## src/rtl/uart_rx_cfg.sv

```systemverilog
// Runtime-configurable UART receiver.
// - Line synchronizer, then 3-sample majority vote per bit around mid-bit.
// - Frame format (data bits, parity, stop bits) is latched at start detection.
// - Completed frames go into a valid/ready output register with sticky overrun.
module uart_rx_cfg #(
  parameter int unsigned MAX_DATA    = 16,
  parameter int unsigned OVER_SAMPLE = 16,
  parameter int unsigned SYNC_STAGES = 2
) (
  input  logic                          i_clk,
  input  logic                          i_rst_n,
  input  logic                          i_tick,
  input  logic                          i_rx_en,
  input  logic                          i_rx_serial,
  input  logic [$clog2(MAX_DATA):0]     i_cfg_data_bits,
  input  logic [1:0]                    i_cfg_parity,
  input  logic                          i_cfg_stop2,
  input  logic                          i_ready,
  output logic [MAX_DATA-1:0]           o_data,
  output logic                          o_valid,
  output logic                          o_parity_err,
  output logic                          o_frame_err,
  output logic                          o_overrun,
  output logic                          o_busy
);

  localparam int unsigned CW = $clog2(MAX_DATA) + 1;
  localparam int unsigned TW = $clog2(OVER_SAMPLE);

  localparam logic [TW-1:0] T_LO   = TW'(OVER_SAMPLE / 2 - 1);
  localparam logic [TW-1:0] T_MID  = TW'(OVER_SAMPLE / 2);
  localparam logic [TW-1:0] T_HI   = TW'(OVER_SAMPLE / 2 + 1);
  localparam logic [TW-1:0] T_LAST = TW'(OVER_SAMPLE - 1);

  localparam logic [CW-1:0] MIN_BITS = CW'(5);
  localparam logic [CW-1:0] MAX_BITS = CW'(MAX_DATA);

  typedef enum logic [2:0] {
    IDLE,
    START,
    DATA,
    PARITY,
    STOP1,
    STOP2,
    BRK_WAIT
  } state_t;

  // Synchronizer and receive datapath
  logic [SYNC_STAGES-1:0] sync_q;
  logic                   rx_s;
  state_t                 state_q, state_d;
  logic [TW-1:0]          cnt_q, cnt_d;
  logic [CW-1:0]          idx_q, idx_d;
  logic [CW-1:0]          nbits_q, nbits_d;
  logic                   par_en_q, par_en_d;
  logic                   par_odd_q, par_odd_d;
  logic                   stop2_q, stop2_d;
  logic                   s0_q, s0_d;
  logic                   s1_q, s1_d;
  logic [MAX_DATA-1:0]    shift_q, shift_d;
  logic                   perr_q, perr_d;
  logic                   serr_q, serr_d;
  logic                   done_q, done_d;

  // Output register
  logic [MAX_DATA-1:0]    data_o_q, data_o_d;
  logic                   valid_q, valid_d;
  logic                   perr_o_q, perr_o_d;
  logic                   ferr_o_q, ferr_o_d;
  logic                   ovr_q, ovr_d;

  logic                   maj;
  logic                   at_lo, at_mid, at_hi, at_wrap;
  logic [CW-1:0]          cfg_bits_c;
  logic                   xfer;

  assign rx_s    = sync_q[SYNC_STAGES-1];
  assign maj     = (s0_q & s1_q) | (s0_q & rx_s) | (s1_q & rx_s);
  assign at_lo   = i_tick && (cnt_q == T_LO);
  assign at_mid  = i_tick && (cnt_q == T_MID);
  assign at_hi   = i_tick && (cnt_q == T_HI);
  assign at_wrap = i_tick && (cnt_q == T_LAST);

  assign cfg_bits_c = (i_cfg_data_bits < MIN_BITS) ? MIN_BITS :
                      (i_cfg_data_bits > MAX_BITS) ? MAX_BITS : i_cfg_data_bits;

  assign xfer = valid_q && i_ready;

  // Metastability synchronizer on the serial line, idles high
  always_ff @(posedge i_clk or negedge i_rst_n) begin
    if (!i_rst_n) begin
      sync_q <= '1;
    end else begin
      sync_q <= {sync_q[SYNC_STAGES-2:0], i_rx_serial};
    end
  end

  // Receive state and datapath registers
  always_ff @(posedge i_clk or negedge i_rst_n) begin
    if (!i_rst_n) begin
      state_q   <= IDLE;
      cnt_q     <= '0;
      idx_q     <= '0;
      nbits_q   <= '0;
      par_en_q  <= 1'b0;
      par_odd_q <= 1'b0;
      stop2_q   <= 1'b0;
      s0_q      <= 1'b0;
      s1_q      <= 1'b0;
      shift_q   <= '0;
      perr_q    <= 1'b0;
      serr_q    <= 1'b0;
      done_q    <= 1'b0;
    end else begin
      state_q   <= state_d;
      cnt_q     <= cnt_d;
      idx_q     <= idx_d;
      nbits_q   <= nbits_d;
      par_en_q  <= par_en_d;
      par_odd_q <= par_odd_d;
      stop2_q   <= stop2_d;
      s0_q      <= s0_d;
      s1_q      <= s1_d;
      shift_q   <= shift_d;
      perr_q    <= perr_d;
      serr_q    <= serr_d;
      done_q    <= done_d;
    end
  end

  // Bit timing, sampling and frame sequencing.
  // Majority decision and bit-boundary handling are separate ifs so that
  // OVER_SAMPLE=4 (decision tick == wrap tick) still sequences correctly.
  always_comb begin
    state_d   = state_q;
    cnt_d     = cnt_q;
    idx_d     = idx_q;
    nbits_d   = nbits_q;
    par_en_d  = par_en_q;
    par_odd_d = par_odd_q;
    stop2_d   = stop2_q;
    s0_d      = s0_q;
    s1_d      = s1_q;
    shift_d   = shift_q;
    perr_d    = perr_q;
    serr_d    = serr_q;
    done_d    = 1'b0;

    if (state_q != IDLE && i_tick) begin
      cnt_d = at_wrap ? '0 : cnt_q + TW'(1);
    end
    if (at_lo) begin
      s0_d = rx_s;
    end
    if (at_mid) begin
      s1_d = rx_s;
    end

    unique case (state_q)
      IDLE: begin
        if (i_tick && i_rx_en && !rx_s) begin
          state_d   = START;
          cnt_d     = '0;
          idx_d     = '0;
          shift_d   = '0;
          perr_d    = 1'b0;
          serr_d    = 1'b0;
          nbits_d   = cfg_bits_c;
          par_en_d  = (i_cfg_parity == 2'b01) || (i_cfg_parity == 2'b10);
          par_odd_d = (i_cfg_parity == 2'b10);
          stop2_d   = i_cfg_stop2;
        end
      end
      START: begin
        if (at_hi && maj) begin
          state_d = IDLE;
        end else if (at_wrap) begin
          state_d = DATA;
        end
      end
      DATA: begin
        if (at_hi) begin
          for (int unsigned i = 0; i < MAX_DATA; i++) begin
            if (idx_q == CW'(i)) begin
              shift_d[i] = maj;
            end
          end
        end
        if (at_wrap) begin
          if (idx_q == nbits_q - CW'(1)) begin
            state_d = par_en_q ? PARITY : STOP1;
          end else begin
            idx_d = idx_q + CW'(1);
          end
        end
      end
      PARITY: begin
        if (at_hi) begin
          perr_d = (^shift_q) ^ maj ^ par_odd_q;
        end
        if (at_wrap) begin
          state_d = STOP1;
        end
      end
      STOP1: begin
        if (at_hi) begin
          if (stop2_q) begin
            serr_d = !maj;
          end else begin
            done_d  = 1'b1;
            serr_d  = !maj;
            state_d = !maj ? BRK_WAIT : IDLE;
          end
        end
        if (at_wrap && stop2_q) begin
          state_d = STOP2;
        end
      end
      STOP2: begin
        if (at_hi) begin
          done_d  = 1'b1;
          serr_d  = serr_q | !maj;
          state_d = (serr_q | !maj) ? BRK_WAIT : IDLE;
        end
      end
      BRK_WAIT: begin
        if (i_tick && rx_s) begin
          state_d = IDLE;
        end
      end
      default: begin
        state_d = IDLE;
      end
    endcase

    // Disable aborts any frame in flight without producing output
    if (state_q != IDLE && !i_rx_en) begin
      state_d = IDLE;
      done_d  = 1'b0;
    end
  end

  // Output register and handshake registers
  always_ff @(posedge i_clk or negedge i_rst_n) begin
    if (!i_rst_n) begin
      data_o_q <= '0;
      valid_q  <= 1'b0;
      perr_o_q <= 1'b0;
      ferr_o_q <= 1'b0;
      ovr_q    <= 1'b0;
    end else begin
      data_o_q <= data_o_d;
      valid_q  <= valid_d;
      perr_o_q <= perr_o_d;
      ferr_o_q <= ferr_o_d;
      ovr_q    <= ovr_d;
    end
  end

  // Load a completed frame when the slot is free or being drained, else flag overrun
  always_comb begin
    data_o_d = data_o_q;
    valid_d  = valid_q;
    perr_o_d = perr_o_q;
    ferr_o_d = ferr_o_q;
    ovr_d    = ovr_q;

    if (xfer) begin
      valid_d = 1'b0;
      ovr_d   = 1'b0;
    end
    if (done_q) begin
      if (!valid_q || i_ready) begin
        data_o_d = shift_q;
        perr_o_d = perr_q;
        ferr_o_d = serr_q;
        valid_d  = 1'b1;
      end else begin
        ovr_d = 1'b1;
      end
    end
  end

  assign o_data       = data_o_q;
  assign o_valid      = valid_q;
  assign o_parity_err = perr_o_q;
  assign o_frame_err  = ferr_o_q;
  assign o_overrun    = ovr_q;
  assign o_busy       = (state_q != IDLE);

endmodule
```

## config.mk

```make
export PLATFORM = sky130hd
export DESIGN_NAME = uart_rx_cfg
export DESIGN_NICKNAME = d
export VERILOG_FILES = /design/src/rtl/uart_rx_cfg.sv
export SDC_FILE = /design/constraint.sdc
export NUM_CORES = 1
export LEC_CHECK = 0
export CORE_MARGIN = 1.5
export CORE_UTILIZATION = 35
export DETAILED_ROUTE_END_ITERATION = 7
export PLACE_DENSITY = 0.56
export SETUP_SLACK_MARGIN = 0.1
export SYNTH_ARGS = -nofsm -noshare
export SYNTH_HDL_FRONTEND = slang
export SYNTH_SLANG_ARGS = --single-unit
```

## constraint.sdc

```tcl
create_clock -name i_clk -period 3.8 [get_ports i_clk]
set_input_delay 0.57 -clock i_clk [delete_from_list [all_inputs] [get_ports i_clk]]
set_output_delay 0.57 -clock i_clk [all_outputs]
set_load 0.05 [all_outputs]
```

==> impl_metrics.json <==
{
  "antenna_found_initial": 0,
  "postCtsSetupBuffers": 0,
  "p_total_mw": 1.69,
  "fin_crit_ns": 2.87,
  "irDropWorstVdd_v": 0.000157,
  "cts_root_buf": "clkbuf_8",
  "relSlewSlack_pct": 39.6,
  "synth.yosys.seq_area_share_pct": 47.2,
  "hold_viol": 0,
  "synth_seq_cells": 63,
  "dp_hpwl_um": 4880,
  "cts_buffer_depth": 2,
  "wl_per_cell_um": 14.0,
  "cts.clk_slew.worst_paths_ns": 0.07,
  "slew_violations": 0,
  "die-area_um2": 10100,
  "finalSetupViolCount": 0,
  "crit_required_ns": 3.23,
  "first_global_vias": 2433,
  "endpoint_kind": "primary output",
  "die_y_um": 101,
  "drtIter0Drc": 117,
  "num_rows": 35,
  "path_max_fanout": 10,
  "timing.hold.ws_ns": 0.278,
  "crit_slowest_cell": "clkdlybuf4s50_1",
  "fin_util_pct": 43.2,
  "cp_top_family": "buffers and inverters",
  "status": "completed",
  "cts_tree": "yes",
  "synth_warnings": 0,
  "finalSetupTns_ns": 0,
  "rsz0062_at_grt": "no",
  "hold_class": "input port to async pin",
  "viasPerCell": 5.01,
  "crit_chain": "nor3_1 > inv_2 > clkdlybuf4s50_1",
  "synth_area_um2": 3340,
  "vias": 2453,
  "maxCapViolCount": 0,
  "grt.total_usage_pct": 14.9,
  "core_um2": 9240,
  "worstPathArrival_ns": 2.30,
  "synth_edf_count": 0,
  "clkSinkCount": 63,
  "die_w_um": 101,
  "diodes": 0,
  "final_cell_mix": "dfrtp_1 (61), nand2_1 (46), clkdlybuf4s50_1 (33)",
  "postSynthAreaPerCell_um2": 10.3,
  "syn_inst": 324,
  "nets": 381,
  "finalWirelength_um": 6850,
  "ys.flop_type": "dfrtp_1",
  "gp_congestion": 0.888,
  "port_buffers": 34,
  "cts_made_buffers": 9,
  "worst_pin_slew_ns": 0.904,
  "overflow": 0,
  "areaGrowthSynthToFinish_pct": 19.3,
  "cpPeakStageDelay_ns": 0.74,
  "cts.hold.buffers_added": 0,
  "grt_pass1_wl_um": 11700,
  "startpoint_type": "flop",
  "worstSetupPathType": "flop to primary output",
  "yosysUniqueCellTypes": 54,
  "synth_nets": 348,
  "first_pass_iters": 4,
  "antenna_left": 0,
  "cellPowerDensity_nw_per_um2": 424,
  "initial_core_util_pct": 36.2,
  "grt_max_degree": 33,
  "drc": 0,
  "clock_latency_ns": 0.33,
  "p_leak_nw": 1.80,
  "layout_commonest_cell": "dfrtp_1",
  "synthArstFlopShare_pct": 100,
  "cts_resized": 0,
  "drive_above_1_share_pct": 13.3,
  "fmax_mhz": 348,
  "period_share_pct": 75.6,
  "cp_num_buf_inv": 2,
  "io_pins": 35,
  "htree_levels": 3,
  "fin_worst_skew_ns": 0.00953
}
-- power by group --
part	internal, mW	leakage [nW]	switching, mW
clock	0.334	0.0985	0.255
combinational	0.134	0.849	0.184
sequential	0.719	0.856	0.0644
-- cell families after synthesis --
| family | count (synthesis) | share of synthesized area, % |
|---|---|---|
| AO/OA/AOI/OAI | 56 | 11.3 |
| XOR/XNOR | 24 | 6.29 |
| adder cells (fa/ha/maj) | 11 | 4.04 |
| buffers and inverters | 31 | 3.67 |
| flip-flops | 63 | 47.2 |
| multiplexers | 38 | 12.3 |
| AND/OR/NAND/NOR | 101 | 15.2 |
-- layer usage --
metal	GRT usage [%]	vias up	part of all wire (%)
li1	-	1194	-
met1	20.1	1190	49
met2	23.1	59	45
met3	2.98	10	4.2
met4	6.72	0	1.9
met5	0	-	0
-- synth_stat cells, types with 2 or more instances --
cell type,count,area share (%)
dfrtp_1,61,46
nand2_1,46,5.2
mux2_2,24,8.1
xnor2_1,20,5.2
o21ai_0,18,2.7
inv_1,17,1.9
a21oi_1,14,2.1
mux2i_1,13,3.9
ha_1,10,3.7
nor2_1,10,1.1
nand3_1,9,1.3
clkbuf_1,8,0.90
nor2b_1,7,1.3
and3_1,6,1.1
buf_2,5,0.75
nor3_1,4,0.60
xor2_1,4,1.0
nand4_1,3,0.56
o211ai_1,3,0.67
a311oi_1,2,0.52
a31oi_1,2,0.37
and2_1,2,0.37
and3b_1,2,0.52
dfstp_2,2,1.6
nand2b_1,2,0.37
o22ai_1,2,0.37
-- path summary, 6_finish.rpt --
path | from | to | slack [ns] | cells past startpoint
setup / recovery | state_q[2] | o_busy | 0.93 | 3
hold / removal | i_rst_n | stop2_q | 0.28 | 1
setup reg to reg | nbits_q[0] | state_q[1] | 1.44 | 7
hold reg to reg | sync_q[0] | sync_q[1] | 0.36 | 0
max in group asynchronous | i_rst_n | sync_q[0] | 2.61 | 2
min in group i_clk | sync_q[0] | sync_q[1] | 0.36 | 0
-- state kept, by name (all words and copies together), names as in the netlist --
name and count:
o_data 16, shift_q 16, idx_q 5, nbits_q 5, cnt_q 4, state_q 3
sync_q 2, done_q 1, o_frame_err 1, o_overrun 1, o_parity_err 1, o_valid 1
par_en_q 1, par_odd_q 1, perr_q 1, s0_q 1, s1_q 1, serr_q 1
stop2_q 1
-- cell type report --
cell class                      count  area [um2]
Fill cell                         896        5250
Inverter                           18        67.6
Clock inverter                      3        42.5
Timing Repair Buffer               35         343
Tap cell                          129         161
Clock buffer                       12         155
Sequential cell                    63        1580
Multi-Input combinational cell    230        1640
-- stage by stage --
step / cell area (um2) / instances / setup WS [ns]
4_1_cts: 3990 / 490 / 0.922
6_report: 3990 / 490 / 0.929
3_3_place_gp: 3790 / 475 / 0.835
3_5_place_dp: 3790 / 475 / 0.755
2_1_floorplan: 3340 / 324 / 1.63
5_1_grt: 3990 / 490 / 0.797
Power figures use the tool's default switching activity.
